**config.mk**
```make
export PLATFORM = sky130hd
export DESIGN_NAME = decode_issue_queue
export DESIGN_NICKNAME = d
export VERILOG_FILES = /design/src/rtl/ariane_pkg.sv /design/src/rtl/decode_q_fifo.sv /design/src/rtl/decode_issue_queue.sv
export SDC_FILE = /design/constraint.sdc
export NUM_CORES = 1
export LEC_CHECK = 0
export BUFFER_PORTS_ARGS = -buffer_cell sky130_fd_sc_hd__buf_2
export CORE_ASPECT_RATIO = 1.75
export CORE_MARGIN = 1.5
export CORE_UTILIZATION = 54
export CTS_BUF_LIST = sky130_fd_sc_hd__clkbuf_2
export CTS_CLUSTER_DIAMETER = 50
export DETAILED_ROUTE_END_ITERATION = 7
export PLACE_DENSITY = 0.76
export SYNTH_ARGS = -nofsm -noshare
export SYNTH_HDL_FRONTEND = slang
export SYNTH_SLANG_ARGS = --single-unit
```
**constraint.sdc**
```tcl
create_clock -name clk_i -period 7 [get_ports clk_i]
set_clock_uncertainty 0.2 [all_clocks]
set_input_delay 1.05 -clock clk_i [delete_from_list [all_inputs] [get_ports clk_i]]
set_output_delay 1.05 -clock clk_i [all_outputs]
set_load 0.005 [all_outputs]
```
**src/rtl/ariane_pkg.sv**
```systemverilog
// Shared pipeline types: the scoreboard entry plus the decode-queue slot and FSM state.
// Used by decode_issue_queue and decode_q_fifo.
package ariane_pkg;

  typedef struct packed {
    logic [63:0] pc;
    logic [3:0]  fu;
    logic [6:0]  op;
    logic [4:0]  rs1;
    logic [4:0]  rs2;
    logic [4:0]  rd;
    logic [63:0] result;
    logic        valid;
  } scoreboard_entry_t;

  typedef struct packed {
    scoreboard_entry_t sbe;
    logic              is_ctrl_flow;
  } decode_q_entry_t;

  typedef enum logic {
    DQ_IDLE,
    DQ_BRANCH_PENDING
  } decode_q_state_e;

endpackage

```
**src/rtl/decode_q_fifo.sv**
```systemverilog
// Generic circular FIFO with pointer/count bookkeeping and a synchronous flush.
// Callers guarantee no push when full and no pop when empty.
module decode_q_fifo
  import ariane_pkg::*;
#(
  parameter int unsigned DEPTH = 4,
  parameter type         T     = decode_q_entry_t
) (
  input  logic                       i_clk,
  input  logic                       i_rst_n,
  input  logic                       i_flush,
  input  logic                       i_push,
  input  T                           i_data,
  input  logic                       i_pop,
  output T                           o_data,
  output logic [$clog2(DEPTH+1)-1:0] o_count
);

  localparam int unsigned CW = $clog2(DEPTH + 1);
  localparam int unsigned PW = $clog2(DEPTH);

  logic [PW-1:0] r_wptr;
  logic [PW-1:0] r_rptr;
  logic [CW-1:0] r_count;
  T              r_mem [DEPTH];

  // NOTE: sequential state uses non-blocking assignments so every register
  // samples the pre-edge values of its neighbours.
  always_ff @(posedge i_clk or negedge i_rst_n) begin
    if (!i_rst_n) begin
      r_wptr  <= '0;
      r_rptr  <= '0;
      r_count <= '0;
    end else if (i_flush) begin
      r_wptr  <= '0;
      r_rptr  <= '0;
      r_count <= '0;
    end else begin
      if (i_push) r_wptr <= r_wptr + 1'b1;
      if (i_pop)  r_rptr <= r_rptr + 1'b1;
      case ({i_push, i_pop})
        2'b10:   r_count <= r_count + 1'b1;
        2'b01:   r_count <= r_count - 1'b1;
        default: r_count <= r_count;
      endcase
    end
  end

  // NOTE: storage has no reset; validity is tracked by r_count alone, which
  // keeps the array free of a reset tree.
  always_ff @(posedge i_clk) begin
    if (i_push) r_mem[r_wptr] <= i_data;
  end

  assign o_data  = r_mem[r_rptr];
  assign o_count = r_count;

endmodule

```
**src/rtl/decode_issue_queue.sv**
```systemverilog
// Decode-to-issue decoupling queue with branch hold-back and flush.
// Optional macro DECODE_QUEUE_BYPASS_EN presents an incoming entry combinationally when empty.
module decode_issue_queue
  import ariane_pkg::*;
#(
  parameter int unsigned DEPTH = 4
) (
  input  logic              clk_i,
  input  logic              rst_ni,
  input  logic              flush_i,
  input  scoreboard_entry_t decoded_instr_i,
  input  logic              decoded_instr_valid_i,
  input  logic              is_ctrl_flow_i,
  output logic              decoded_instr_ack_o,
  output scoreboard_entry_t issue_instr_o,
  output logic              issue_instr_valid_o,
  output logic              is_ctrl_flow_o,
  input  logic              issue_instr_ack_i,
  input  logic              resolve_branch_i,
  output logic              empty_o
);

  localparam int unsigned   CW   = $clog2(DEPTH + 1);
  localparam logic [CW-1:0] FULL = CW'(DEPTH);

  decode_q_state_e r_state;
  decode_q_entry_t w_in;
  decode_q_entry_t w_head;
  decode_q_entry_t w_issue;
  logic [CW-1:0]   w_count;
  logic            w_bypass;
  logic            w_present;
  logic            w_gated;
  logic            w_issue_valid;
  logic            w_pop;
  logic            w_push;
  logic            w_fifo_pop;

  assign w_in = '{sbe: decoded_instr_i, is_ctrl_flow: is_ctrl_flow_i};

  // Full blocks push even on a same-cycle pop, so ack never depends on issue ack.
  assign decoded_instr_ack_o = decoded_instr_valid_i & (w_count != FULL) & !flush_i;

`ifdef DECODE_QUEUE_BYPASS_EN
  assign w_bypass = (w_count == '0) & decoded_instr_valid_i & !flush_i;
`else
  assign w_bypass = 1'b0;
`endif

  assign w_issue       = w_bypass ? w_in : w_head;
  assign w_present     = w_bypass | (w_count != '0);
  assign w_gated       = (r_state == DQ_BRANCH_PENDING) & w_issue.is_ctrl_flow;
  assign w_issue_valid = w_present & !w_gated & !flush_i;
  assign w_pop         = issue_instr_ack_i & w_issue_valid;

  // A bypassed entry consumed in the same cycle never touches the storage.
  assign w_push     = decoded_instr_ack_o & !(w_bypass & w_pop);
  assign w_fifo_pop = w_pop & !w_bypass;

  decode_q_fifo #(
    .DEPTH (DEPTH),
    .T     (decode_q_entry_t)
  ) u_fifo (
    .i_clk   (clk_i),
    .i_rst_n (rst_ni),
    .i_flush (flush_i),
    .i_push  (w_push),
    .i_data  (w_in),
    .i_pop   (w_fifo_pop),
    .o_data  (w_head),
    .o_count (w_count)
  );

  always_ff @(posedge clk_i or negedge rst_ni) begin
    if (!rst_ni) begin
      r_state <= DQ_IDLE;
    end else if (flush_i) begin
      r_state <= DQ_IDLE;
    end else begin
      case (r_state)
        DQ_IDLE:
          if (w_pop && w_issue.is_ctrl_flow && !resolve_branch_i) r_state <= DQ_BRANCH_PENDING;
        DQ_BRANCH_PENDING:
          if (resolve_branch_i) r_state <= DQ_IDLE;
        default: r_state <= DQ_IDLE;
      endcase
    end
  end

  assign issue_instr_o       = w_issue.sbe;
  assign issue_instr_valid_o = w_issue_valid;
  assign is_ctrl_flow_o      = w_present & w_issue.is_ctrl_flow;
  assign empty_o             = (w_count == '0);

endmodule

```
==> impl_results.md <==
- Crit-path leading delay family: flip-flops
- Antenna-violating nets left: 0
- Reg2reg start: u_fifo.r_rptr[0]$_DFFE_PN0P_
- Setup TNS: 0 ns
- PostCTS Resize Cnt: 0
- WL/cell: between 20 and 25 um
- CP endpoint kind: output pin
- Chip width: 159 um
- I/O Buffers: 320
- Final min period: 4.78 ns
- Fin cells: 2121
- Post-Syn Instances: 870
- Row count: 99
- Synth cell types: 24
- Setup violators final: 0
- Top_reg_cell synth: edfxtp_1
- Top cells by count, synth: edfxtp_1 (624), mux4_2 (156), buf_1 (17), clkbuf_1 (17), dfrtp_1 (8)
- Hold WC Path Type: in2async
- Max cap viols: 0
- Status: complete, no violations
- Hpwl dp: about 26 mm
- Die area: about 44000 um^2
- Post-CTS Setup Inserts: 0
- Max incr delay on CP: roughly 1.0 ns
- Worst ir drop on vdd: 0.174 mV
- Smallest hold slack: about 0.14 ns
- Relative slew slack: 0.247
- Top-count cell post-synth: edfxtp_1
- Synth Area per Inst: roughly 26 um^2
- Critical Path Fanout Max: a little over 70
- Routed Wire Length: 46.9 mm
- Worst-margin pin slew: 1.13 ns
- Die height: 276 um
- GRT Overall Usage: 0.217
- Setup crit start kind: flop
- Synth top area cells: edfxtp_1 (82%), mux4_2 (15%), dfrtp_1 (0.87%), buf_1 (0.28%), clkbuf_1 (0.28%)
- Fillers: ~2700
- Grt total ovfl: 0
- Number of synthesized flops with an enable pin: 624
- Placer Congestion: 0.761
- Post-detailed-route via-to-cell ratio: 5.40
- Final Max Tran Viols: 0
- Pin count of the biggest net entering global routing: approximately 150
- Worst Path Arrival: 3.53 ns
- CTS tree: done
- Worst-Skew Late Latency: ~1.1 ns
- Terminus of the critical flop-to-flop path: u_fifo.o_count[2]$_DFFE_PN0P_
- Number of synthesized register bits: ~630
- Clock Tree Buf Depth: 3
- Cts bufs inserted: 139
- Slowest-stage cell, CP: dfrtp_4
- Final core utilization: 0.674
- R2R Setup Slk: roughly 3.5 ns
- Synthesis-to-layout area growth: 22.6%
- Worst Setup SP: u_fifo.r_rptr[0]$_DFFE_PN0P_
- DRT iter0 DRCs: 655
- CP required: 5.75 ns
- Power Total: roughly 7.5 mW
- Synth area leader: edfxtp_1
- Levels on crit path: 3
- Max Clock Freq: 209 MHz
- Initial antenna violation count: 10
- Cell Area, Synth: between 20000 and 25000 um^2
- Register area share after synthesis: 0.825
- Proportion of netlist area held by the largest area contributor: 0.817
- Routed vias: 11500
- Initial core utilization: 0.550
- Inst Count DP: 1715
- Worst path cell trace: buf_12 > mux4_2 > buf_2
- Fin crit share: 0.683
- Htree depth: 4
- Final net count: ~1600
- Clock transition at the registers of the reported paths: 0.12 ns
- Crit Path Class: reg2out
- TritonCTS sink count: 632
- Yosys warns: 0
- DRC: 0
- Layout cells sized above 1: 0.453
- Critical Path Sink: issue_instr_o[15]
- Vias in the first global route: around 13000
- Syn nets: 1037
- P_leak: 9.64 nW
- RSZ-0062 raised after global routing: no
- Core footprint: 41700 um^2
- CP Buf/Inv Count: 2
- Clk root buf: clkbuf_2
- Drt pass-1 iters: 4
- Worst Reg-to-Reg Cells: 7
- First-pass GRT wire length: roughly 70 mm
- Post-synth ARST share: 0.0127
- Hold Violations, Final: 0
- # hold bufs at CTS: 158
- PwrDens: approximately 270 nW/um^2
- I/O pin total: approximately 320
cells by family after synthesis:
group	after synthesis	synth area share
flip-flops	632	0.825
multiplexers	162	0.156
XOR/XNOR	3	0.00115
adder cells (fa/ha/maj)	5	0.00305
buffers and inverters	41	0.00693
AND/OR/NAND/NOR	23	0.00562
AO/OA/AOI/OAI	4	0.00196
layer usage:
| layer | routed length (um) | track usage | vias up |
|---|---|---|---|
| met5 | 25 | 0 | - |
| li1 | - | - | 5031 |
| met2 | 25600 | 0.382 | 452 |
| met1 | 16500 | 0.241 | 5845 |
| met3 | 2650 | 0.0533 | 119 |
| met4 | 2070 | 0.127 | 4 |
power breakdown:
group          leakage [nW]  internal [mW]  total (mW)  switching (mW)
sequential             5.77           4.32        4.39          0.0656
clock                 0.946          0.893        2.24            1.35
combinational          2.92          0.469       0.901           0.432
total                  9.64           5.68        7.53            1.85
layout by cell type (no fill, tap or decap), drive strengths merged, types with 4 or more instances in the layout:
cell type    Yosys  layout
and2             5       5
buf             20     328
bufinv           0       4
clkbuf          18     190
clkinv           0      36
clkinvlp         0       4
dfrtp            8       8
diode            0       9
dlygate4sd3      0     158
edfxtp         624     624
ha               4       4
inv              3       8
mux2i            4       4
mux4           156     156
nor2             5       5
nor2b            5       5
metrics by stage:
step	setup slack, ns	area [um^2]
finish	2.22	28100
global route	1.90	28100
CTS	2.02	28100
detailed placement	3.08	25200
global placement	3.15	25200
floorplan	1.01	22900
worst min path at each step:
stage                                         end  slack (ns)  cells after the start
global route        u_fifo.o_count[1]$_DFFE_PN0P_        0.04                      2
floorplan            u_fifo.r_wptr[1]$_DFFE_PN0P_        0.34                      2
finish              u_fifo.o_count[1]$_DFFE_PN0P_        0.14                      2
global placement     u_fifo.r_wptr[1]$_DFFE_PN0P_        0.38                      2
CTS                 u_fifo.o_count[1]$_DFFE_PN0P_        0.02                      2
detailed placement   u_fifo.r_wptr[0]$_DFFE_PN0P_        0.41                      2
state kept, by name (all words and copies together), names as in the netlist:
name / cells
r_state: 1
u_fifo.r_mem: 624
u_fifo.o_count: 3
u_fifo.r_rptr: 2
u_fifo.r_wptr: 2
layout make-up:
type	instances	area (um^2)	share of cell area
Clock buffer	190	951	0.0338
Tap cell	555	694	0.0247
Inverter	3	11.3	0.000400
Clock inverter	49	332	0.0118
Antenna cell	9	22.5	0.000801
Sequential cell	632	18900	0.673
Timing Repair Buffer	486	3320	0.118
Multi-Input combinational cell	197	3860	0.137
No activity file was read; power rests on OpenSTA's default activity.
